### src/rtl/dom_and_sched_if.sv
// Handshake and gadget bus between dom_and_sched, its two requesters, the RNG
// stream and the shared third-order DOM AND gadget.
interface dom_and_sched_if #(
   parameter int WIDTH = 8
);
   logic                 req0_valid_i;
   logic                 req0_ready_o;
   logic [4*WIDTH-1:0]   req0_x_i;
   logic [4*WIDTH-1:0]   req0_y_i;
   logic                 req1_valid_i;
   logic                 req1_ready_o;
   logic [4*WIDTH-1:0]   req1_x_i;
   logic [4*WIDTH-1:0]   req1_y_i;
   logic                 rnd_valid_i;
   logic                 rnd_ready_o;
   logic [6*WIDTH-1:0]   rnd_i;
   logic                 g_rst_o;
   logic [4*WIDTH-1:0]   g_x_o;
   logic [4*WIDTH-1:0]   g_y_o;
   logic [6*WIDTH-1:0]   g_z_o;
   logic [4*WIDTH-1:0]   g_q_i;
   logic                 res_valid_o;
   logic                 res_ready_i;
   logic [4*WIDTH-1:0]   res_q_o;
   logic                 res_id_o;
   logic                 busy_o;

   modport slave (
      input  req0_valid_i, req0_x_i, req0_y_i,
      input  req1_valid_i, req1_x_i, req1_y_i,
      input  rnd_valid_i, rnd_i, g_q_i, res_ready_i,
      output req0_ready_o, req1_ready_o, rnd_ready_o,
      output g_rst_o, g_x_o, g_y_o, g_z_o,
      output res_valid_o, res_q_o, res_id_o, busy_o
   );

   modport master (
      output req0_valid_i, req0_x_i, req0_y_i,
      output req1_valid_i, req1_x_i, req1_y_i,
      output rnd_valid_i, rnd_i, g_q_i, res_ready_i,
      input  req0_ready_o, req1_ready_o, rnd_ready_o,
      input  g_rst_o, g_x_o, g_y_o, g_z_o,
      input  res_valid_o, res_q_o, res_id_o, busy_o
   );
endinterface

### src/rtl/dom_and_sched.sv
// Round-robin sequencer for a shared third-order DOM AND gadget: one operand
// pair plus one fresh randomness bundle per op, LOAD/EVAL window, result out.
module dom_and_sched #(
   parameter int WIDTH = 8
) (
   input logic            clk_i,
   input logic            rst_ni,
   dom_and_sched_if.slave bus
);
   localparam int SW = 4 * WIDTH;
   localparam int ZW = 6 * WIDTH;

   localparam logic [1:0] IDLE = 2'd0;
   localparam logic [1:0] LOAD = 2'd1;
   localparam logic [1:0] EVAL = 2'd2;
   localparam logic [1:0] OUT  = 2'd3;

   logic [1:0]    state;
   logic          ptr;
   logic [SW-1:0] x_r, y_r, q_r;
   logic [ZW-1:0] z_r;
   logic          id_r;
   logic          grant, win;

   // Gated by rst_ni so no ready can leak out while reset is held.
   assign grant = rst_ni && (state == IDLE) && bus.rnd_valid_i &&
                  (bus.req0_valid_i || bus.req1_valid_i);
   assign win   = (bus.req0_valid_i && bus.req1_valid_i) ? ptr : bus.req1_valid_i;

   assign bus.req0_ready_o = grant && !win;
   assign bus.req1_ready_o = grant && win;
   assign bus.rnd_ready_o  = grant;

   // Z reaches the gadget only in LOAD; in EVAL it is zeroed and the gadget
   // reset clears the cross registers instead of latching unmasked products.
   assign bus.g_x_o   = (state == LOAD || state == EVAL) ? x_r : '0;
   assign bus.g_y_o   = (state == LOAD || state == EVAL) ? y_r : '0;
   assign bus.g_z_o   = (state == LOAD) ? z_r : '0;
   assign bus.g_rst_o = (state != LOAD);

   assign bus.res_valid_o = (state == OUT);
   assign bus.res_q_o     = q_r;
   assign bus.res_id_o    = (state == OUT) && id_r;
   assign bus.busy_o      = (state != IDLE);

   always_ff @(posedge clk_i or negedge rst_ni) begin
      if (!rst_ni) begin
         state <= IDLE;
         ptr   <= 1'b0;
         x_r   <= '0;
         y_r   <= '0;
         z_r   <= '0;
         q_r   <= '0;
         id_r  <= 1'b0;
      end else begin
         case (state)
            IDLE: if (grant) begin
               x_r   <= win ? bus.req1_x_i : bus.req0_x_i;
               y_r   <= win ? bus.req1_y_i : bus.req0_y_i;
               z_r   <= bus.rnd_i;
               id_r  <= win;
               ptr   <= !win;
               state <= LOAD;
            end
            LOAD: state <= EVAL;
            EVAL: begin
               q_r   <= bus.g_q_i;
               x_r   <= '0;
               y_r   <= '0;
               z_r   <= '0;
               state <= OUT;
            end
            OUT: if (bus.res_ready_i) begin
               q_r   <= '0;
               id_r  <= 1'b0;
               state <= IDLE;
            end
            default: state <= IDLE;
         endcase
      end
   end
endmodule

### src/flat_wrapper.sv
// flat-port wrapper written by rule: the top's interface ports become plain ports
module dom_and_sched_flat 
#(
   parameter int WIDTH = 8
)
  (clk_i, rst_ni, bus_req0_valid_i, bus_req0_x_i, bus_req0_y_i, bus_req1_valid_i, bus_req1_x_i, bus_req1_y_i, bus_rnd_valid_i, bus_rnd_i, bus_g_q_i, bus_res_ready_i, bus_req0_ready_o, bus_req1_ready_o, bus_rnd_ready_o, bus_g_rst_o, bus_g_x_o, bus_g_y_o, bus_g_z_o, bus_res_valid_o, bus_res_q_o, bus_res_id_o, bus_busy_o);
  dom_and_sched_if #(.WIDTH(WIDTH)) bus_i ();
  input logic clk_i;
  input logic rst_ni;
  input wire logic [$bits(bus_i.req0_valid_i)-1:0] bus_req0_valid_i;
  input wire logic [$bits(bus_i.req0_x_i)-1:0] bus_req0_x_i;
  input wire logic [$bits(bus_i.req0_y_i)-1:0] bus_req0_y_i;
  input wire logic [$bits(bus_i.req1_valid_i)-1:0] bus_req1_valid_i;
  input wire logic [$bits(bus_i.req1_x_i)-1:0] bus_req1_x_i;
  input wire logic [$bits(bus_i.req1_y_i)-1:0] bus_req1_y_i;
  input wire logic [$bits(bus_i.rnd_valid_i)-1:0] bus_rnd_valid_i;
  input wire logic [$bits(bus_i.rnd_i)-1:0] bus_rnd_i;
  input wire logic [$bits(bus_i.g_q_i)-1:0] bus_g_q_i;
  input wire logic [$bits(bus_i.res_ready_i)-1:0] bus_res_ready_i;
  output wire logic [$bits(bus_i.req0_ready_o)-1:0] bus_req0_ready_o;
  output wire logic [$bits(bus_i.req1_ready_o)-1:0] bus_req1_ready_o;
  output wire logic [$bits(bus_i.rnd_ready_o)-1:0] bus_rnd_ready_o;
  output wire logic [$bits(bus_i.g_rst_o)-1:0] bus_g_rst_o;
  output wire logic [$bits(bus_i.g_x_o)-1:0] bus_g_x_o;
  output wire logic [$bits(bus_i.g_y_o)-1:0] bus_g_y_o;
  output wire logic [$bits(bus_i.g_z_o)-1:0] bus_g_z_o;
  output wire logic [$bits(bus_i.res_valid_o)-1:0] bus_res_valid_o;
  output wire logic [$bits(bus_i.res_q_o)-1:0] bus_res_q_o;
  output wire logic [$bits(bus_i.res_id_o)-1:0] bus_res_id_o;
  output wire logic [$bits(bus_i.busy_o)-1:0] bus_busy_o;
  assign bus_i.req0_valid_i = bus_req0_valid_i;
  assign bus_i.req0_x_i = bus_req0_x_i;
  assign bus_i.req0_y_i = bus_req0_y_i;
  assign bus_i.req1_valid_i = bus_req1_valid_i;
  assign bus_i.req1_x_i = bus_req1_x_i;
  assign bus_i.req1_y_i = bus_req1_y_i;
  assign bus_i.rnd_valid_i = bus_rnd_valid_i;
  assign bus_i.rnd_i = bus_rnd_i;
  assign bus_i.g_q_i = bus_g_q_i;
  assign bus_i.res_ready_i = bus_res_ready_i;
  assign bus_req0_ready_o = bus_i.req0_ready_o;
  assign bus_req1_ready_o = bus_i.req1_ready_o;
  assign bus_rnd_ready_o = bus_i.rnd_ready_o;
  assign bus_g_rst_o = bus_i.g_rst_o;
  assign bus_g_x_o = bus_i.g_x_o;
  assign bus_g_y_o = bus_i.g_y_o;
  assign bus_g_z_o = bus_i.g_z_o;
  assign bus_res_valid_o = bus_i.res_valid_o;
  assign bus_res_q_o = bus_i.res_q_o;
  assign bus_res_id_o = bus_i.res_id_o;
  assign bus_busy_o = bus_i.busy_o;
  dom_and_sched #(.WIDTH(WIDTH)) u_core (.clk_i(clk_i), .rst_ni(rst_ni), .bus(bus_i));
endmodule
### config.mk
export PLATFORM = sky130hd
export DESIGN_NAME = dom_and_sched_flat
export DESIGN_NICKNAME = d
export VERILOG_FILES = /design/src/rtl/dom_and_sched_if.sv /design/src/rtl/dom_and_sched.sv /design/src/flat_wrapper.sv
export SDC_FILE = /design/constraint.sdc
export NUM_CORES = 1
export LEC_CHECK = 0
export ABC_AREA = 1
export BUFFER_PORTS_ARGS = -buffer_cell sky130_fd_sc_hd__buf_2
export CORE_MARGIN = 10
export CORE_UTILIZATION = 30
export DETAILED_ROUTE_END_ITERATION = 8
export HOLD_SLACK_MARGIN = 0.08
export PLACE_DENSITY = 0.54
export SLEW_MARGIN = 10
export SYNTH_ARGS = -nofsm -noshare
export SYNTH_HDL_FRONTEND = slang
export SYNTH_SLANG_ARGS = --single-unit
export TNS_END_PERCENT = 100
### constraint.sdc
create_clock -name clk_i -period 2.1 [get_ports clk_i]
set_input_delay 0.105 -clock clk_i [delete_from_list [all_inputs] [get_ports clk_i]]
set_output_delay 0.105 -clock clk_i [all_outputs]
set_load 0.02 [all_outputs]
==> flow_summary.toml <==
[cts]
cts_root_buffer = "clkbuf_16"
cts_inserted_buffers = 17
clock_transition_at_the_register_clock_pins_on_the_worst_setup_and_hold_paths_after_cts_ns = 0.06
ctsHtreeMaxLevel = 4
tritoncts = "built"
ctsLongestPathBuffers = 2
worstSkewPairLatency_ns = 0.42
numClockSinks = 148

[global_routing]
antenna_found_initial = 4
globalRoute.totalOverflow = 0
maximum_number_of_pins_on_one_net_before_global_route_repair = 84
first_global_vias = 9532
grt_first_pass_wirelength_mm = 50.9
groute.usage.overall_pct = 18.8

[timing]
timing_worst_slew_pin_value_ns = 0.955
timing.final.ws_setup_ns = 0.134
maximum_clock_rate_mhz = 509
min_period_ns = 1.97
headroom_to_the_max_slew_limit_pct = 36.4
setup_violations = 0
post_route_clock_period_utilization_pct = 93.6
hold_slack_ns = 0.196
hold_violations = 0
rsz0062_at_grt = "no"
final-max-slew-violation-count = 0
clock_skew_ns = 0.00769

[setup_path]
timing.critical_path.required_ns = 2.00
path_delay_family = "buffers and inverters"
critPathBufInv = 4
timing.critical_path.arrival_ns = 1.86
path_cells = "inv_2, ha_4, nand3_2, nor2_4, inv_4, buf_12, nor2_1, buf_2"
cell_depth_of_the_worst_flop_to_flop_path = 8
crit_slowest_cell = "dfrtp_1"
setup.worst_path.start_class = "flip-flop"
critical_path.max_stage_delay_ns = 0.42
timing_worst_setup_path_type = "flip-flop to output port"
crit_cells = 8
critical_path_peak_fanout = 47
worst_setup_path_end_kind = "output port"

[floorplan]
floorplan.initialDensity_pct = 30.3
die_h_microns = 182
die-area_sq_um = 33000
fp.coreArea_sq_um = 25900
row_count = 59
top_level_ports = 365
floorplan.die.width_microns = 182

[placement]
gp_congestion = 0.787
numPortBuffers = 364
place.detailed.hpwl_mm = 21.0
pre_cts_ws_ns = 0.259
placed_cell_count = 1759

[route]
drtPass1Iterations = 6
dr_total_vias = 9131
drc_errors = 0
drt_iter0_markers = 519
drt-total-wl_mm = 32.3
ant_nets = 0
avgRoutedWirePerCell_microns = 16.1
vias_per_cell = 4.55

[flow_run]
max_capacitance_violation_total = 0

[pwr]
vdd_drop_max_uv = 603
switching_share_pct = 44.2
share_comb_of_total_power_pct = 49.2
power.internal_mw = 8.98
power_frac_clock_pct = 19.6
leakagePower_nw = 8.04
p_switching_mw = 7.11
totalPowerFinal_mw = 16.1
power.density_nw_per_um2 = 1260
sequentialPowerShare_pct = 31.2

[logic_synthesis]
syn-instance-count = 1122
mappedNetlistNets = 1341
synth_top_area_share_pct = 47.2
synth_seq_area_share_pct = 47.2
synth_warnings = 0
yosysTopAreaCell = "dfrtp_1"
post_synth.cell_area_avg_sq_um = 6.99
ys_seq_elements = 148
netlist_top_cells_area = "dfrtp_1, nand2_1, nand3_1"
synthDistinctLibCells = 16
synth.cell_area_sq_um = 7840

[final_layout]
area_growth_pct = 62.7
final_net_count = 1877
final-instance-count-excl-fill = 2008
fillers = 2578
final_layout_size_suffix_gt1_share_pct = 26.0

[hold_path]
tightest_hold_check_type = "primary input to flip-flop"
timing.hold.worst_path_depth = 5

[run_status]
status = "finished clean"
==> layer usage <==
metal  vias to the layer above  global-route usage [%]  share of wire (%)
met2                       347                    32.1                 48
met3                        35                    6.78                9.4
met4                         4                    5.43                1.6
li1                       4517                       -                  -
met5                         -                       0              0.059
met1                      4228                    21.5                 41
==> sequential cells by signal, indices dropped and copies added (netlist names) <==
register,flops
u_core.z_r,48
u_core.id_r,1
u_core.y_r,32
u_core.state,2
u_core.x_r,32
u_core.bus.res_q_o,32
u_core.ptr,1
==> worst min-delay path: stages <==
cell	delay, ns
buf_2	0.10
nor2_2	0.06
nor2_4	0.10
buf_4	0.13
o21ai_0	0.06
==> metrics by stage <==
step | area [sq um] | setup TNS (ns) | utilization (%)
after detailed placement | 9920 | 0 | 38.3
final | 12800 | 0 | 49.2
after global placement | 9920 | 0 | 38.3
after CTS | 12700 | -0.00104 | 49.0
after global routing | 12800 | 0 | 49.2
after floorplan | 7840 | 0 | -
==> cells by family (layout without fill, tap and decap cells) <==
| family | Yosys count | after routing | synth area share (%) |
|---|---|---|---|
| AND/OR/NAND/NOR | 763 | 763 | 40.7 |
| buffers and inverters | 203 | 752 | 11.1 |
| flip-flops | 148 | 148 | 47.2 |
| adder cells (fa/ha/maj) | 5 | 5 | 0.798 |
| AO/OA/AOI/OAI | 3 | 3 | 0.191 |
| other | 0 | 2 | 0 |
==> synthesized netlist by cell type, drive strengths merged <==
library cell  count
buf              56
clkbuf           26
clkinv            1
dfrtp           148
ha                5
inv             120
nand2           512
nand3           244
nor2              5
o21ai             3
or2               2
==> timing repair <==
| action | CTS | global route |
|---|---|---|
| buffers inserted | 1 | 0 |
| endpoints found under the hold margin | 283 | 0 |
| hold buffers | 211 | 0 |
| cloned | 1 | 2 |
| pin swaps | 1 | 0 |
| resized for setup | 4 | 6 |
| endpoints found under the setup margin | 6 | 94 |
==> cells in the final DEF (no fill, tap or decap), types with 7 or more instances in the layout <==
master,n
buf_2,363
buf_4,13
inv_6,7
nand2_1,509
nand3_1,243
clkbuf_16,19
buf_12,7
dlygate4sd3_1,211
dfrtp_1,148
inv_1,117
==> worst paths after layout <==
path	from	end	slack [ns]
min	bus_req0_valid_i	u_core.ptr$_DFFE_PN0P_	0.20
max in group asynchronous	rst_ni	u_core.y_r[25]$_DFFE_PN0P_	0.94
max reg2reg	u_core.ptr$_DFFE_PN0P_	u_core.y_r[25]$_DFFE_PN0P_	0.16
min reg2reg	u_core.id_r$_DFFE_PN0P_	u_core.id_r$_DFFE_PN0P_	0.48
min in group asynchronous	rst_ni	u_core.z_r[47]$_DFFE_PN0P_	0.49
max	u_core.state[0]$_DFFE_PN0P_	bus_req1_ready_o	0.13
==> power by group through the flow <==
stage | clock network (mW) | logic [mW] | registers [mW]
2_1_floorplan | 0 | 4.29 | 5.19
3_3_place_gp | 0 | 7.03 | 5.00
3_5_place_dp | 0 | 7.08 | 5.05
4_1_cts | 3.27 | 7.83 | 5.01
5_1_grt | 3.38 | 8.80 | 5.19
6_report | 3.16 | 7.91 | 5.01
==> cell type report <==
cell class,instances,area (sq um),share of cell area [%]
Antenna cell,2,5.00,0.0392
Clock buffer,18,439,3.44
Clock inverter,14,161,1.27
Inverter,121,457,3.58
Multi-Input combinational cell,771,3310,25.9
Sequential cell,148,3700,29.0
Tap cell,335,419,3.29
Timing Repair Buffer,599,4270,33.4
Power figures use the tool's default switching activity.
